[src/rtl/frame_fetch.sv]
// frame_fetch: reads one IMG_W x IMG_H frame from a synchronous memory and streams it
// over valid/ready, tagging each word with start-of-line, end-of-line and end-of-frame.
module frame_fetch #(
    parameter int DATA_W    = 32,
    parameter int ADDR_W    = 7,
    parameter int IMG_W     = 8,
    parameter int IMG_H     = 4,
    parameter int BASE_ADDR = 0
) (
    input  logic              clk,
    input  logic              rst_n,
    input  logic              start,
    output logic              busy,
    output logic              done,
    output logic              mem_rd_en,
    output logic [ADDR_W-1:0] mem_addr,
    input  logic [DATA_W-1:0] mem_rd_data,
    output logic              pix_valid,
    input  logic              pix_ready,
    output logic [DATA_W-1:0] pix_data,
    output logic              pix_sol,
    output logic              pix_eol,
    output logic              pix_eof
);
    localparam int N     = IMG_W * IMG_H;
    localparam int IDX_W = $clog2(N + 1);
    localparam int COL_W = (IMG_W > 1) ? $clog2(IMG_W) : 1;
    localparam int ROW_W = (IMG_H > 1) ? $clog2(IMG_H) : 1;

    if (N > (1 << ADDR_W)) begin : g_size_check
        $error("frame_fetch: IMG_W*IMG_H exceeds the memory address space");
    end

    typedef enum logic [1:0] {S_IDLE, S_FETCH, S_DRAIN, S_DONE} state_t;

    state_t            state_q, state_d;
    logic [IDX_W-1:0]  rd_idx_q, rd_idx_d;
    logic [COL_W-1:0]  col_q, col_d;
    logic [ROW_W-1:0]  row_q, row_d;
    logic              inflight_q, inflight_d;
    logic [2:0]        infl_flags_q, infl_flags_d;   // {sol, eol, eof}
    logic [1:0]        count_q, count_d;
    logic [DATA_W-1:0] fifo_data_q [2];
    logic [DATA_W-1:0] fifo_data_d [2];
    logic [2:0]        fifo_flags_q [2];
    logic [2:0]        fifo_flags_d [2];

    logic              issue;
    logic              pop;
    logic [2:0]        rd_flags;
    logic [2:0]        head_flags;

    // The word returning from memory acts as the FIFO head when the FIFO is empty, so
    // a full-rate stream never has to land in the buffer before it is handed off.
    always_comb begin
        rd_flags   = '0;
        pix_data   = '0;
        head_flags = '0;
        rd_flags[2] = (col_q == '0);
        rd_flags[1] = (col_q == COL_W'(IMG_W - 1));
        rd_flags[0] = rd_flags[1] && (row_q == ROW_W'(IMG_H - 1));
        issue     = (state_q == S_FETCH) && ((count_q + {1'b0, inflight_q}) < 2'd2);
        pix_valid = (count_q != 2'd0) || inflight_q;
        if (count_q != 2'd0) begin
            pix_data   = fifo_data_q[0];
            head_flags = fifo_flags_q[0];
        end else if (inflight_q) begin
            pix_data   = mem_rd_data;
            head_flags = infl_flags_q;
        end
        pop = pix_valid && pix_ready;

        fifo_data_d  = fifo_data_q;
        fifo_flags_d = fifo_flags_q;
        count_d      = count_q;
        if (pop && count_q != 2'd0) begin
            fifo_data_d[0]  = fifo_data_q[1];
            fifo_flags_d[0] = fifo_flags_q[1];
            count_d         = count_q - 2'd1;
        end
        if (inflight_q && !(pop && count_q == 2'd0)) begin
            fifo_data_d[count_d[0]]  = mem_rd_data;
            fifo_flags_d[count_d[0]] = infl_flags_q;
            count_d                  = count_d + 2'd1;
        end
        inflight_d   = issue;
        infl_flags_d = rd_flags;
    end

    always_comb begin
        state_d  = state_q;
        rd_idx_d = rd_idx_q;
        col_d    = col_q;
        row_d    = row_q;
        case (state_q)
            S_IDLE:  if (start) state_d = S_FETCH;
            S_FETCH: if (issue && rd_flags[0]) state_d = S_DRAIN;
            S_DRAIN: if (pop && head_flags[0]) state_d = S_DONE;
            S_DONE: begin
                state_d  = S_IDLE;
                rd_idx_d = '0;
                col_d    = '0;
                row_d    = '0;
            end
            default: state_d = S_IDLE;
        endcase
        if (issue) begin
            rd_idx_d = rd_idx_q + IDX_W'(1);
            if (col_q == COL_W'(IMG_W - 1)) begin
                col_d = '0;
                row_d = row_q + ROW_W'(1);
            end else begin
                col_d = col_q + COL_W'(1);
            end
        end
    end

    always_ff @(posedge clk or negedge rst_n) begin
        if (!rst_n) begin
            state_q      <= S_IDLE;
            rd_idx_q     <= '0;
            col_q        <= '0;
            row_q        <= '0;
            inflight_q   <= 1'b0;
            infl_flags_q <= '0;
            count_q      <= '0;
            for (int i = 0; i < 2; i++) begin
                fifo_data_q[i]  <= '0;
                fifo_flags_q[i] <= '0;
            end
        end else begin
            state_q      <= state_d;
            rd_idx_q     <= rd_idx_d;
            col_q        <= col_d;
            row_q        <= row_d;
            inflight_q   <= inflight_d;
            infl_flags_q <= infl_flags_d;
            count_q      <= count_d;
            fifo_data_q  <= fifo_data_d;
            fifo_flags_q <= fifo_flags_d;
        end
    end

    assign mem_rd_en = issue;
    assign mem_addr  = ADDR_W'(BASE_ADDR) + ADDR_W'(rd_idx_q);
    assign busy      = (state_q == S_FETCH) || (state_q == S_DRAIN);
    assign done      = (state_q == S_DONE);
    assign pix_sol   = head_flags[2];
    assign pix_eol   = head_flags[1];
    assign pix_eof   = head_flags[0];
endmodule

[config.mk]
export PLATFORM = sky130hd
export DESIGN_NAME = frame_fetch
export DESIGN_NICKNAME = d
export VERILOG_FILES = /design/src/rtl/frame_fetch.sv
export SDC_FILE = /design/constraint.sdc
export NUM_CORES = 1
export LEC_CHECK = 0
export ABC_AREA = 1
export BUFFER_PORTS_ARGS = -buffer_cell sky130_fd_sc_hd__buf_4
export CAP_MARGIN = 20
export CELL_PAD_IN_SITES_DETAIL_PLACEMENT = 0
export CELL_PAD_IN_SITES_GLOBAL_PLACEMENT = 1
export CORE_ASPECT_RATIO = 0.75
export CORE_UTILIZATION = 40
export CTS_BUF_LIST = sky130_fd_sc_hd__clkbuf_16
export CTS_CLUSTER_DIAMETER = 150
export DETAILED_ROUTE_END_ITERATION = 8
export PLACE_DENSITY = 0.78
export SYNTH_ARGS = -nofsm -noshare
export SYNTH_HDL_FRONTEND = slang
export SYNTH_SLANG_ARGS = --single-unit
[constraint.sdc]
create_clock -name clk -period 3.09 [get_ports clk]
set_clock_uncertainty 0.1 [all_clocks]
set_input_delay 0.4635 -clock clk [delete_from_list [all_inputs] [get_ports clk]]
set_output_delay 0.4635 -clock clk [all_outputs]
set_load 0.02 [all_outputs]
==> results_tabular.tex <==
\begin{tabular}{lr}
\hline
Metric & Value \\
\hline
\multicolumn{2}{l}{\textbf{Yosys}} \\
\quad Post-synth ARST share & between 90\% and 100\% \\
\quad Post-Syn Area per Cell & $\sim$7.6 sq um \\
\quad Share of the yosys chip area belonging to registers & 49.8\% \\
\quad Number of flops mapped to enable cells by yosys & 0 \\
\quad Distinct cell type count after synthesis & 24 \\
\quad Gate Count Post-Synth & 590 \\
\quad Most used standard cell by instance count after synthesis & nand2\_1 \\
\quad Top cells by count, synth & nand2\_1, dfrtp\_1, o21ai\_0 \\
\quad Commonest register cell after synthesis & dfrtp\_1 \\
\quad Leading area contributor after synthesis & dfrtp\_1 \\
\quad Yosys warnings & 0 \\
\quad Fraction of synthesized cell area taken by the top area cell type & 49.8\% \\
\quad Top cells by area, synth & dfrtp\_1, nand2\_1, o21ai\_0 \\
\quad Net count of the mapped netlist & 637 \\
\quad Number of flip-flops and latches in the synthesized netlist & 89 \\
\quad Area of the mapped netlist & 4470 sq um \\
\multicolumn{2}{l}{\textbf{Place}} \\
\quad Worst setup timing slack at the placement stage & just over 600 ps \\
\quad Final HPWL from detailed placement & 7.12 mm \\
\quad Placed instance area & 5220 sq um \\
\quad Final weighted congestion in routability-driven placement & around 0.75 \\
\quad Buffers added on ports & 80 \\
\multicolumn{2}{l}{\textbf{Floorplan}} \\
\quad Area of the die & 11600 sq um \\
\quad Die Height & between 90 and 100 um \\
\quad Width of the die & 124 um \\
\quad Cell Rows & 33 \\
\quad Num ports & 82 \\
\quad Initial core utilization & 41.0\% \\
\quad Core area & 10900 sq um \\
\multicolumn{2}{l}{\textbf{Finish}} \\
\quad Diodes inserted & 0 \\
\quad Fraction of final layout cells sized beyond drive strength 1 & 17.3\% \\
\quad Fin area & 5520 sq um \\
\quad Final core utilization & 50.6\% \\
\quad Final Net Count & 710 \\
\quad Synthesis-to-finish area growth & 23.5\% \\
\multicolumn{2}{l}{\textbf{Clock network}} \\
\quad Number of buffers created by CTS & 9 \\
\quad Clock Root Buffer & clkbuf\_16 \\
\quad Cts hold-fix bufs & 0 \\
\quad Clock tree from TritonCTS & built \\
\quad CTS H-Tree Depth & 3 \\
\quad Clock Sink Count & 89 \\
\quad Postcts setup bufs & 0 \\
\quad Number of buffers on the longest clock path & 2 \\
\quad Post-CTS sizing & 0 \\
\quad Worst skew pair latency & 340 ps \\
\quad Clock transition time at the flip-flop clock pins of the worst setup and hold paths & 60 ps \\
\multicolumn{2}{l}{\textbf{Setup path}} \\
\quad Kind of end point of the critical path & output pin \\
\quad Worst Setup Start Kind & register \\
\quad Peak fanout along the critical path & 17 \\
\quad Cell-by-cell listing of the critical path & inv\_1, ha\_1, nand2\_1, buf\_4, o21ai\_0, buf\_4 \\
\quad Crit-path most repeated cell & buf\_4 \\
\quad Data arrival time at the worst-slack endpoint & 2280 ps \\
\quad Required time at the worst-slack endpoint & 2530 ps \\
\quad Slowest cell delay on critical path & 440 ps \\
\quad Cell with the biggest individual delay on the critical path & nand2\_1 \\
\quad CP Class & reg -> out \\
\multicolumn{2}{l}{\textbf{STA}} \\
\quad Setup\_tns & 0 ps \\
\quad Final period util & between 90 and 100\% \\
\quad Worst max-slew margin expressed relative to the limit & 53.2\% \\
\quad Setup repair after global routing missed its margin & false \\
\quad Achievable clock frequency & 352 MHz \\
\quad Final critical path time including I/O delays and setup & 2840 ps \\
\quad Worst-margin pin slew & 702 ps \\
\quad Final number of max-transition violations & 0 \\
\quad Final-report hold violation count & 0 \\
\quad Setup violators final & 0 \\
\quad PnR worst setup slack & 247 ps \\
\multicolumn{2}{l}{\textbf{Global routing}} \\
\quad Total congestion overflow after global routing & 0 \\
\quad Maximum number of pins on one net before global-route repair & 54 \\
\quad Combined global-route utilization of all metal layers & 19.5\% \\
\quad First-pass GRT wire length & 17.2 mm \\
\quad Number of antenna violations at the first check in global routing & 0 \\
\quad Number of global-route vias before repair & 3454 \\
\multicolumn{2}{l}{\textbf{Drt}} \\
\quad Drc violations & 0 \\
\quad Total Wirelength & $\sim$11 mm \\
\quad Vias per cell & 4.78 \\
\quad Vias after detailed routing & between 3000 and 4000 \\
\quad Number of design-rule violations left by the first detailed-router iteration & 257 \\
\quad Number of nets still failing antenna checks after routing & 0 \\
\quad Wire length per cell & 13.1 um \\
\quad 1st-pass router iterations & 5 \\
\multicolumn{2}{l}{\textbf{Power and ir drop}} \\
\quad Total power per unit cell area & 1120 nW/um\^{}2 \\
\quad Leakage dissipation & 2.91 nW \\
\quad Post-layout power & roughly 6.2 mW \\
\quad Maximum ir drop on the vdd rail & 0.463 mV \\
\multicolumn{2}{l}{\textbf{Worst hold path}} \\
\quad Worst Hold Class & in -> async \\
\multicolumn{2}{l}{\textbf{Run status}} \\
\quad Outcome & finished, final reports clean \\
\multicolumn{2}{l}{\textbf{Run}} \\
\quad Count of maximum capacitance violations & 0 \\
\hline
\end{tabular}
layout make-up:
| type | instances | area (sq um) |
|---|---|---|
| timing repair buffer | 92 | 703 |
| inverter | 76 | 285 |
| tap | 140 | 175 |
| fill | 1059 | 5380 |
| sequential | 89 | 2230 |
| clock inverter | 5 | 73.8 |
| multi-input combinational | 395 | 1830 |
| clock buffer | 9 | 225 |
worst max-delay path, delay by kind of cell (launching register included):
kind | cells | cell delay [ps]
AOI/OAI and AO/OA | 1 | 180
adders and majority gates | 1 | 290
buffers and inverters | 3 | 620
DFF | 1 | 420
and+or+nand+nor | 1 | 440
metal layers:
| layer | vias up | wire length [um] | global-route usage, % | part of all wire (%) |
|---|---|---|---|---|
| li1 | 1995 | - | - | - |
| met1 | 1777 | 5330 | 28.1 | 51 |
| met2 | 73 | 4620 | 29.1 | 44 |
| met3 | 10 | 504 | 5.55 | 4.8 |
| met4 | 0 | 91 | 4.17 | 0.86 |
| met5 | - | 0 | 0 | 0 |
cell usage in the layout, fill, tap and decap left out, drive strengths merged:
| master | instances |
|---|---|
| o21ai | 121 |
| ha | 11 |
| dfrtp | 89 |
| o22ai | 1 |
| xor2 | 1 |
| nand2 | 216 |
| conb | 1 |
| nor2 | 6 |
| buf | 92 |
| bufinv | 2 |
| clkbuf | 9 |
| nand3 | 29 |
| nand4 | 5 |
| inv | 76 |
| o21bai | 1 |
| a21oi | 1 |
| or2 | 1 |
| a21boi | 1 |
| clkinv | 3 |
report_power, final:
part | internal, mW | switching [mW] | leakage (nW)
registers | 1.71 | 0.277 | 1.11
logic | 1.17 | 1.92 | 1.65
clock network | 0.693 | 0.420 | 0.152
through the flow:
step / hold slack [ps] / instances
after CTS: 97.5 / 806
after global routing: 115 / 806
after detailed placement: 367 / 792
final: 68.1 / 806
after global placement: 348 / 792
after floorplan: 67.9 / 590
logic make-up after synthesis:
logic type / after synthesis / share of synthesized area, %
compound gates: 125 / 14.5
xor+xnor: 1 / 0.196
fa+ha+maj: 11 / 3.08
buf+inv: 106 / 9.43
flops: 89 / 49.8
other cells: 1 / 0.0839
simple gates: 257 / 22.9
path summary, 6_finish.rpt:
path	startpoint	slack [ps]	end	cells past startpoint
worst max-delay path	count_q[0]	250	pix_data[29]	6
worst min-delay path	rst_n	70	fifo_data_q[42]	1
worst max register to register	count_q[0]	620	register	9
worst min register to register	col_q[2]	370	infl_flags_q[2]	1
max in group asynchronous	rst_n	2050	state_q[0]	2
min in group clk	mem_rd_data[10]	240	register	3
Power figures use the tool's default switching activity.
